$ cat config.mk
export PLATFORM = sky130hd
export DESIGN_NAME = i2c_tx_fifo
export DESIGN_NICKNAME = d
export VERILOG_FILES = /design/src/rtl/i2c_defs.sv /design/src/rtl/i2c_fifo_mem.sv /design/src/rtl/i2c_tx_fifo.sv
export SDC_FILE = /design/constraint.sdc
export NUM_CORES = 1
export LEC_CHECK = 0
export ABC_CLOCK_PERIOD_IN_PS = 2200
export CORE_MARGIN = 2
export CORE_UTILIZATION = 50
export DETAILED_ROUTE_END_ITERATION = 6
export PLACE_DENSITY = 0.74
export SYNTH_ARGS = -nofsm -noshare
export SYNTH_HDL_FRONTEND = slang
export SYNTH_SLANG_ARGS = --single-unit
$ cat constraint.sdc
create_clock -name pclk -period 2.2 [get_ports pclk]
set_clock_uncertainty 0.2 [all_clocks]
set_input_delay 0.33 -clock pclk [delete_from_list [all_inputs] [get_ports pclk]]
set_output_delay 0.33 -clock pclk [all_outputs]
set_load 0.02 [all_outputs]
$ cat src/rtl/i2c_defs.sv
// Shared I2C controller constants: TX FIFO geometry and register bit positions
// used by the APB decode and status logic.
package i2c_defs;

  localparam int TX_FIFO_DEPTH = 8;
  localparam int TX_FIFO_ABITS = 3;

  // Control register
  localparam int CTRL_FLUSH_BIT = 4;

  // Status register
  localparam int STAT_ERR_CLEAR_BIT  = 7;
  localparam int STAT_TX_FULL_BIT    = 0;
  localparam int STAT_TX_EMPTY_BIT   = 1;
  localparam int STAT_TX_OVERFLOW_BIT  = 2;
  localparam int STAT_TX_UNDERFLOW_BIT = 3;

endpackage

$ cat src/rtl/i2c_fifo_mem.sv
// DEPTH x DATA_WIDTH register array: one synchronous write port and one
// asynchronous read port. Contents are never reset; shared by the TX and RX FIFOs.
module i2c_fifo_mem #(
  parameter int DEPTH      = 8,
  parameter int ADDR_BITS  = 3,
  parameter int DATA_WIDTH = 8
) (
  input  logic                  clk,
  input  logic                  we,
  input  logic [ADDR_BITS-1:0]  waddr,
  input  logic [DATA_WIDTH-1:0] wdata,
  input  logic [ADDR_BITS-1:0]  raddr,
  output logic [DATA_WIDTH-1:0] rdata
);

  logic [DATA_WIDTH-1:0] mem_q [DEPTH];

  always_ff @(posedge clk) begin
    if (we) mem_q[waddr] <= wdata;
  end

  assign rdata = mem_q[raddr];

endmodule

$ cat src/rtl/i2c_tx_fifo.sv
// Transmit byte FIFO between APB write decode and the I2C byte shifter, with
// first-word fall-through output, level/full/empty status and sticky error flags.
module i2c_tx_fifo
  import i2c_defs::*;
#(
  parameter int DEPTH      = TX_FIFO_DEPTH,
  parameter int ADDR_BITS  = TX_FIFO_ABITS,
  parameter int DATA_WIDTH = 8
) (
  input  logic                  pclk,
  input  logic                  reset,
  input  logic                  txDataWrite,
  input  logic [DATA_WIDTH-1:0] pwdata,
  input  logic                  txFlush,
  input  logic                  errClear,
  input  logic                  txPop,
  output logic [DATA_WIDTH-1:0] txData,
  output logic                  txEmpty,
  output logic                  txFull,
  output logic [ADDR_BITS:0]    txLevel,
  output logic                  txOverflow,
  output logic                  txUnderflow
);

  localparam logic [ADDR_BITS:0] FULL_COUNT = (ADDR_BITS+1)'(DEPTH);

  logic [ADDR_BITS-1:0]  wr_ptr_q, wr_ptr_d;
  logic [ADDR_BITS-1:0]  rd_ptr_q, rd_ptr_d;
  logic [ADDR_BITS:0]    count_q, count_d;
  logic                  overflow_q, overflow_d;
  logic                  underflow_q, underflow_d;
  logic                  pop_ok, push_ok, ovf_event, unf_event, mem_we;
  logic [DATA_WIDTH-1:0] rd_data;

  // A push into a full FIFO is still accepted when a pop frees the head slot
  // in the same cycle; a pop on an empty FIFO is never rescued by a push.
  assign pop_ok    = txPop && (count_q != '0);
  assign push_ok   = txDataWrite && ((count_q != FULL_COUNT) || pop_ok);
  assign ovf_event = txDataWrite && !push_ok;
  assign unf_event = txPop && (count_q == '0);
  assign mem_we    = push_ok && !txFlush && !reset;

  always_comb begin
    wr_ptr_d    = wr_ptr_q;
    rd_ptr_d    = rd_ptr_q;
    count_d     = count_q;
    overflow_d  = overflow_q;
    underflow_d = underflow_q;
    if (errClear) begin
      overflow_d  = 1'b0;
      underflow_d = 1'b0;
    end
    if (txFlush) begin
      wr_ptr_d = '0;
      rd_ptr_d = '0;
      count_d  = '0;
    end else begin
      if (push_ok) wr_ptr_d = wr_ptr_q + ADDR_BITS'(1);
      if (pop_ok)  rd_ptr_d = rd_ptr_q + ADDR_BITS'(1);
      if (push_ok && !pop_ok) count_d = count_q + (ADDR_BITS+1)'(1);
      if (pop_ok && !push_ok) count_d = count_q - (ADDR_BITS+1)'(1);
      // Error set has priority over a same-cycle clear.
      if (ovf_event) overflow_d  = 1'b1;
      if (unf_event) underflow_d = 1'b1;
    end
  end

  always_ff @(posedge pclk) begin
    if (reset) begin
      wr_ptr_q    <= '0;
      rd_ptr_q    <= '0;
      count_q     <= '0;
      overflow_q  <= 1'b0;
      underflow_q <= 1'b0;
    end else begin
      wr_ptr_q    <= wr_ptr_d;
      rd_ptr_q    <= rd_ptr_d;
      count_q     <= count_d;
      overflow_q  <= overflow_d;
      underflow_q <= underflow_d;
    end
  end

  i2c_fifo_mem #(
    .DEPTH     (DEPTH),
    .ADDR_BITS (ADDR_BITS),
    .DATA_WIDTH(DATA_WIDTH)
  ) u_mem (
    .clk  (pclk),
    .we   (mem_we),
    .waddr(wr_ptr_q),
    .wdata(pwdata),
    .raddr(rd_ptr_q),
    .rdata(rd_data)
  );

  assign txData      = (count_q != '0) ? rd_data : '0;
  assign txEmpty     = (count_q == '0);
  assign txFull      = (count_q == FULL_COUNT);
  assign txLevel     = count_q;
  assign txOverflow  = overflow_q;
  assign txUnderflow = underflow_q;

endmodule

==> Implementation_results.wiki <==
{| class="wikitable"
! Metric !! Value
|-
| Number of DRC markers in iteration 0 || between 100 and 150
|-
| Kind of cell adding the most delay to the critical path || multiplexers
|-
| Worst Path Max Fanout || 8
|-
| Total number of nets in the final design || between 200 and 300
|-
| Class of the most critical hold timing path || register to register
|-
| Net switching power || 0.663 mW
|-
| Combinational fraction of design power || approximately a tenth
|-
| Share of layout cells above drive strength 1 || 34.7%
|-
| RSZ-0062 raised after global routing || yes
|-
| Maximum number of pins on one net before global-route repair || 17
|-
| Net Count, Synth || 215
|-
| Clk sink count || 79
|-
| Placeable core region || around 6300 um2
|-
| Drc violations || 0
|-
| Crit path kind || register to output pin
|-
| Setup crit start kind || register
|-
| Int Power || 2.42 mW
|-
| Share of synthesized flip-flops with an asynchronous set or reset || 0%
|-
| Area of the mapped netlist || 3250 um2
|-
| Die area || ~7000 um2
|-
| Required time reported for the critical path endpoint || roughly 1.7 ns
|-
| Crit path capture type || output pin
|-
| Number of violations of the max-capacitance limit || 0
|-
| Clock latency of the later-clocked register in the worst-skew pair || 0.34 ns
|-
| Weighted congestion reported at the end of routability-driven placement || around 0.78
|-
| Min-Delay Path Depth || 2
|-
| Power density over cell area || between 700 and 800 nW/um2
|-
| Fraction of power consumed by sequential logic || a little over half
|-
| Width of the die || between 80 and 90 um
|-
| Number of failing hold endpoints at the final stage || 0
|-
| HPWL after detailed placement || between 3000 and 4000 um
|-
| Switching power as a share of total power || 21.5%
|-
| Routed Antenna Nets || 0
|-
| Upper clock frequency limit || roughly 0.43 GHz
|-
| Number of buffer and inverter stages on the critical path || 2
|-
| Routed wire length || 6000 um
|-
| WP data arrival || about 1.8 ns
|-
| Final setup violation count || 8
|-
| Worst slew margin relative to its limit || 72.1%
|-
| Sequential share of the synthesized area || between 60% and 70%
|-
| Maximum vdd ir drop || ~0.39 mV
|-
| Total power || 3.08 mW
|-
| Total CTS buffers || 9
|-
| Most frequent standard cell in the layout excluding fill and tap cells || edfxtp_1
|-
| Number of antenna violations at the first check in global routing || 0
|-
| Library cell used as clock root buffer || clkbuf_8
|-
| Series of cell instances along the critical path || buf_12 -> mux4_2 -> mux2i_1 -> nor2_1 -> buf_2
|-
| Aggregate global-route resource usage || 18.6%
|-
| Run status || complete, but fails checks
|-
| Std cell rows || 29
|-
| Setup slack of the critical path after layout || -0.137 ns
|-
| Netlist cell types || 35
|-
| Violations in the final reports || negative setup slack
|-
| Commonest cells after routing, fill and taps aside || edfxtp_1, buf_4, nor2_1, clkdlybuf4s50_1, mux4_2
|-
| Slowest stage cell, crit path || mux4_2
|-
| Path length in cells of the critical path || 5
|-
| Flip-flop and latch count after synthesis || 79
|-
| Synthesis Warnings || 0
|-
| # diodes || 0
|-
| Vias in the first global route || ~1900
|-
| Maximum number of buffers from clock root to sink || 2
|-
| Hold buffer count at CTS || 0
|-
| Leak || between 1 and 1.5 nW
|-
| Number of buffers inserted by port buffering || 29
|-
| DR WL/cell || about 18 um
|-
| EDFF count, synth || 64
|-
| Detailed-route vias per instance || roughly 5.5
|-
| Area Overhead vs Synth || 28.8%
|-
| Largest incremental delay on the critical path || about 0.53 ns
|-
| CTS tree || done
|-
| Share of total power in the clock network || 36.8%
|-
| Count of vias placed by the detailed router || approximately 1900
|-
| Number of cells traversed by the worst register-to-register path || 9
|-
| Top flip-flop cell by instance count after synthesis || edfxtp_1
|-
| Clock transition at the registers of the reported paths || around 0.080 ns
|-
| Count of mapped cells out of synthesis || a little under 200
|-
| Wire length of the first global-routing pass || slightly below 10000 um
|-
| Num ports || 30
|-
| Time the final worst path needs with I/O delays and setup || ~2.3 ns
|-
| Die extent in y || between 80 and 90 um
|-
| Max-slew violation count || 0
|-
| Number of optimization iterations in the first detailed-route pass || 4
|-
| Initial core utilization || 51.4%
|-
| Remaining Overflow, GRT || 0
|-
| Final cycle utilization of the critical path || 106%
|-
| Total negative setup slack || -0.763 ns
|-
| CTS H-tree depth || 3
|-
| Post-Synthesis Mean Instance Area || roughly 17 um2
|-
| Transition time of the tightest slew-check pin || approximately 0.42 ns
|}
-- worst min-delay path: cells and delay by family, from the launching register on --
family | cells | cell delay, ns
AO/OA/AOI/OAI | 1 | 0.05
AND/OR/NAND/NOR | 1 | 0.06
flip-flops | 1 | 0.32
-- power by group through the flow --
| stage | registers (mW) | clock network [mW] | logic (mW) |
|---|---|---|---|
| floorplan | 1.68 | 0 | 0.146 |
| global placement | 1.67 | 0 | 0.285 |
| detailed placement | 1.67 | 0 | 0.291 |
| CTS | 1.64 | 1.15 | 0.284 |
| global route | 1.64 | 1.21 | 0.339 |
| finish | 1.64 | 1.14 | 0.312 |
-- path summary, 6_finish.rpt --
kind / start / endpoint / slack, ns
worst max-delay path: register / txData[7] / -0.14
worst min-delay path: txUnderflow / txUnderflow / 0.27
worst max register to register: txLevel[1] / txLevel[3] / 0.01
worst min register to register: txUnderflow / txUnderflow / 0.27
-- synth_stat cells (3+ instances only) --
library cell	instances	area share (%)
nand3b_1	3	0.69
mux4_2	16	11
xor2_1	3	0.81
or3_1	3	0.58
edfxtp_1	64	59
nand2b_1	5	0.96
inv_1	4	0.46
xnor2_1	4	1.1
buf_2	6	0.93
dfxtp_1	15	9.3
nor3_1	3	0.46
a21oi_1	3	0.46
ha_1	4	1.5
mux2i_1	11	3.4
nor2_1	27	3.1
-- layer usage --
layer	GRT usage (%)	wire [um]	part of all wire, %	vias to the layer above
met5	0	0	0	-
met4	8.23	109	1.8	0
met3	4.03	237	3.9	11
met2	29.8	2960	49	39
met1	24.8	2700	45	947
li1	-	-	-	882
-- sequential cells by signal (all words and copies together) (netlist names), named ones only --
register	flops
rd_ptr_q	3
txLevel	4
txOverflow	1
txUnderflow	1
u_mem.mem_q	64
wr_ptr_q	3
-- logic make-up after synthesis --
group,synth area share [%]
compound gates,3.32
fa+ha+maj,2.16
flops,68.5
mux,14.5
simple gates,7.71
buf+inv,1.97
xor+xnor,1.89
-- area by class of cell --
class | instances | area (um2)
tap | 77 | 96.3
multi-input combinational | 103 | 1060
sequential | 79 | 2230
clock buffer | 10 | 128
fill | 439 | 2130
inverter | 4 | 15.0
timing repair buffer | 63 | 569
clock inverter | 6 | 83.8
-- metrics by stage --
stage / hold slack (ns) / util [%] / std cells / setup WS [ns] / instance area (um2)
CTS: 0.268 / 65.1 / 339 / -0.142 / 4110
detailed placement: 0.257 / 61.7 / 322 / -0.248 / 3890
global placement: 0.251 / 61.7 / 322 / -0.231 / 3890
floorplan: 0.199 / - / 196 / -0.150 / 3300
global route: 0.306 / 66.2 / 342 / -0.228 / 4180
finish: 0.269 / 66.2 / 342 / -0.137 / 4180
-- repair_timing --
item,CTS,global route
resized for setup,42,9
buffers inserted,0,3
endpoints found under the setup margin,11,13
pin swaps,5,9
gates cloned,1,0
(Power assumes the default switching activity.)
==> RTL change 1: new RTL, config.mk and constraints unchanged <==
Change the package constant `TX_FIFO_DEPTH` from 8 to 32.
--- a/src/rtl/i2c_defs.sv
+++ b/src/rtl/i2c_defs.sv
@@ -3,5 +3,5 @@
 package i2c_defs;
 
-  localparam int TX_FIFO_DEPTH = 8;
+  localparam int TX_FIFO_DEPTH = 32;
   localparam int TX_FIFO_ABITS = 3;
 
Formal check against the unedited RTL: not equivalent (a bounded check fails within 4 cycles, from zero or initial values and one cycle with reset high).
==> RTL change 1 against the original RTL <==
The flow still finishes with violations (setup timing); cell area is 1.0% lower; routed wire length shrank 1.1%; sequential cell count stayed put; area after synthesis fell by 0.85%; setup slack got worse by 0.12 ns; global-route usage down 0.32 points; count of clock-buffer cells in the layout shrank 1; utilization down 0.31 points; via count down 2.3%.
Power is not compared: it rests on default switching activity, and its combinational part moved more than twofold at a synthesized area within 25%.
==> RTL change 1: results (changes against the original RTL) <==
- Status: complete, but fails checks
- Failing checks: setup timing
- Post-CTS sizing: 46 (+9.5%)
- Worst Path Max Fanout: 4 (-4)
- Routed wire length: 5.93 mm (-1.1%)
- Routability cong.: 0.724 (-6.9%)
- Hold Path Origin: rd_ptr_q[1]
- Fillcell total: 451 (+2.7%)
- Crit Path Class: reg2reg
- Final worst slack: -0.261 ns (-0.125 ns)
- Slew headroom: 78.0% (+5.9 points)
- Post-synth top cells: edfxtp_1 (64), nor2_1 (24), mux4_2 (16), dfxtp_1 (15), mux2i_1 (10)
- CP delay by family, top: simple AND/OR/NAND/NOR gates
- Final count of negative-setup-slack endpoints: 12 (+4)
- Synth unique cells: 36 (+2.9%)
- Initial DRC Count: 85 (-26%)
- DR vias: 1835 (-2.3%)
- Final HPWL DP: 4.00 mm (+2.0%)
- Setup bufs post-CTS: 2 (+2)
- Compound-Gate Fraction of Synth Area: 1.91% (-1.4 points)
- Top cells by area, synth: edfxtp_1 (60%), mux4_2 (11%), dfxtp_1 (9.3%), mux2i_1 (3.1%), nor2_1 (2.8%)
- Hold slack final: 0.300 ns (+0.0313 ns)
- Total negative slack: -1.74 ns (-0.973 ns)
- CP max stage cell: or4_4
- Syn Area/Cell: 17.0 µm² (+2.8%)
- Sequential share of the synthesized area: 69.1% (+0.59 points)
- Cells on worst reg2reg path: 10 (+1)
==> RTL change 1: metal layers <==
metal  wire (µm)  GRT usage (%)  up-vias
li1            -              -      867
met1        2510           22.7      912
met2        3030           30.1       44
met3         225           3.05       12
met4         166           11.7        0
met5           0              0        -
==> RTL change 1: cell type report <==
cell class | count | area share [%]
Clock inverter | 6 | 1.51
Tap cell | 77 | 2.33
Inverter | 2 | 0.303
Timing Repair Buffer | 71 | 15.1
Clock buffer | 9 | 3.00
Sequential cell | 79 | 54.0
Multi-Input combinational cell | 99 | 23.7
==> RTL change 1: power by group through the flow <==
stage	clock network, W	registers (W)	logic (W)
floorplan	0	0.00165	0.00000886
global route	0.00109	0.00161	0.0000705
detailed placement	0	0.00164	0.0000645
finish	0.00101	0.00161	0.0000636
global placement	0	0.00164	0.0000633
CTS	0.00103	0.00161	0.0000647
==> RTL change 2: new RTL, same settings <==
Without the edit above. Register the output `txData`, with the module's reset; this adds one clock of latency there. The other outputs are not delayed to match.
--- a/src/rtl/i2c_tx_fifo.sv
+++ b/src/rtl/i2c_tx_fifo.sv
@@ -95,5 +95,11 @@
   );
 
-  assign txData      = (count_q != '0) ? rd_data : '0;
+  always_ff @(posedge pclk) begin
+    if (reset) begin
+      txData <= '0;
+    end else begin
+      txData <= (count_q != '0) ? rd_data : '0;
+    end
+  end
   assign txEmpty     = (count_q == '0);
   assign txFull      = (count_q == FULL_COUNT);
Behaviour: not the same (Yosys sat finds a counterexample within 4 cycles, from zero or initial values and one cycle with reset high).
==> RTL change 2 against the original RTL <==
Area after synthesis increased by 4.5%; sequential cell count rose by 5; critical path depth increased by 4; utilization fell by 1.6 points; cell area is 3.3% higher; setup slack better by 0.15 ns; routed wire length grew 6.1%; power decreased by 0.28%; clock power down 7%; first-iteration DRC count is 18% higher; largest cell class unchanged.
==> RTL change 2: results (changes against the original RTL) <==
- Status: completed
- Layout cells sized above 1: 34.4% (-0.31 points)
- Vias in the first global route: 2039 (+6.3%)
- Met3 WL post-DR: 306 µm (+29%)
- Met1 WL: 2.71 mm (+0.44%)
- Maximum VDD drop: 482 µV (+22%)
- Nets: 293 (+5.0%)
- Top cells by area, synth: edfxtp_1 (57%), dfxtp_1 (12%), mux4_2 (11%), mux2i_1 (3.2%), nor2_1 (2.9%)
- Synth unique cells: 39 (+11%)
- Met2 WL post-DR: 3.24 mm (+9.5%)
- DR vias: 1942 (+3.4%)
- Worst endpoint data arrival time: 2.27 ns (+0.46 ns)
- GRT Overall Usage: 19.0% (+0.30 points)
- Top Metal Used: met4
- DR pass1 iterations: 6 (+2)
- Ys flop type: edfxtp_1
- # H-tree levels: 3 (unchanged)
- Routability cong.: 0.736 (-5.4%)
- Worst-margin pin slew: 0.663 ns (+0.248 ns)
- Largest net degree at the start of global routing: 19 (+2)
- Fillcell total: 485 (+10%)
- Area after DPL: 4100 µm² (+5.3%)
- Syn_nets: 224 (+4.2%)
- Worst Path Max Fanout: 2 (-6)
- Post-synth top cells: edfxtp_1 (64), nor2_1 (26), dfxtp_1 (20), mux4_2 (16), mux2i_1 (11)
- Detailed-route wire length per cell: 17.7 µm (+1.0%)
- Clock latency on the worst-skew pair: around 0.35 ns
[RTL change 2: routing by layer]
metal	global-route usage, %	up-vias
met5	0	-
met4	7.53	0
met1	24.8	968
met3	4.86	10
met2	30.6	52
li1	-	912
[RTL change 2: worst paths after layout]
path / cells after the start / slack, ns / startpoint / endpoint
setup reg to reg: 9 / 0.01 / txLevel[0] / txLevel[3]
hold reg to reg: 2 / 0.30 / txUnderflow / txUnderflow
setup / recovery: 9 / 0.01 / txLevel[0] / txLevel[3]
hold / removal: 2 / 0.30 / txUnderflow / txUnderflow
[RTL change 2: cell type report]
cell class	instances	area [µm²]	share of cell area (%)
Clock buffer	11	131	3.04
Clock inverter	5	61.3	1.42
Inverter	7	28.8	0.667
Multi-Input combinational cell	103	1070	24.8
Sequential cell	84	2330	54.0
Tap cell	80	100	2.32
Timing Repair Buffer	69	597	13.8
[RTL change 2: where the power goes]
| group | leakage, nW | internal (W) | switching [W] | total [W] |
|---|---|---|---|---|
| registers | 0.740 | 0.00172 | 0.0000102 | 0.00173 |
| logic | 0.651 | 0.000142 | 0.000138 | 0.000280 |
| clock network | 0.0862 | 0.000529 | 0.000533 | 0.00106 |
| total | 1.48 | 0.00239 | 0.000681 | 0.00307 |
[RTL change 2: logic make-up (layout without fill, tap and decap cells)]
kind of cell    count (synthesis)  after routing  share of synthesized area [%]
simple gates                   47             47                           6.49
xor+xnor                        7              7                           1.81
mux                            27             27                           13.9
buf+inv                        18             92                           2.69
fa+ha+maj                       5              5                           2.07
compound gates                 17             17                           4.61
flops                          84             84                           68.5
[RTL change 2: per-stage QoR]
step	setup slack (ns)	std cells
after CTS	0.00449	358
after global routing	-0.0952	359
after global placement	-0.209	342
after detailed placement	-0.224	342
final	0.0136	359
after floorplan	-0.229	205
[RTL change 2: what timing repair did]
action,4_1_cts,5_1_grt
gates resized for setup,7,2
hold buffers,0,0
pin swaps,4,6
buffers inserted,0,1
setup endpoints to repair,3,2
[RTL change 2: worst max-delay path: stages, from the launching register on]
cell      delay, ns
dfxtp_4        0.34
or3_4          0.41
o21ai_4        0.13
nand2b_4       0.15
inv_4          0.05
ha_4           0.21
a21o_2         0.21
a211oi_2       0.22
o21bai_1       0.09
a31oi_1        0.12
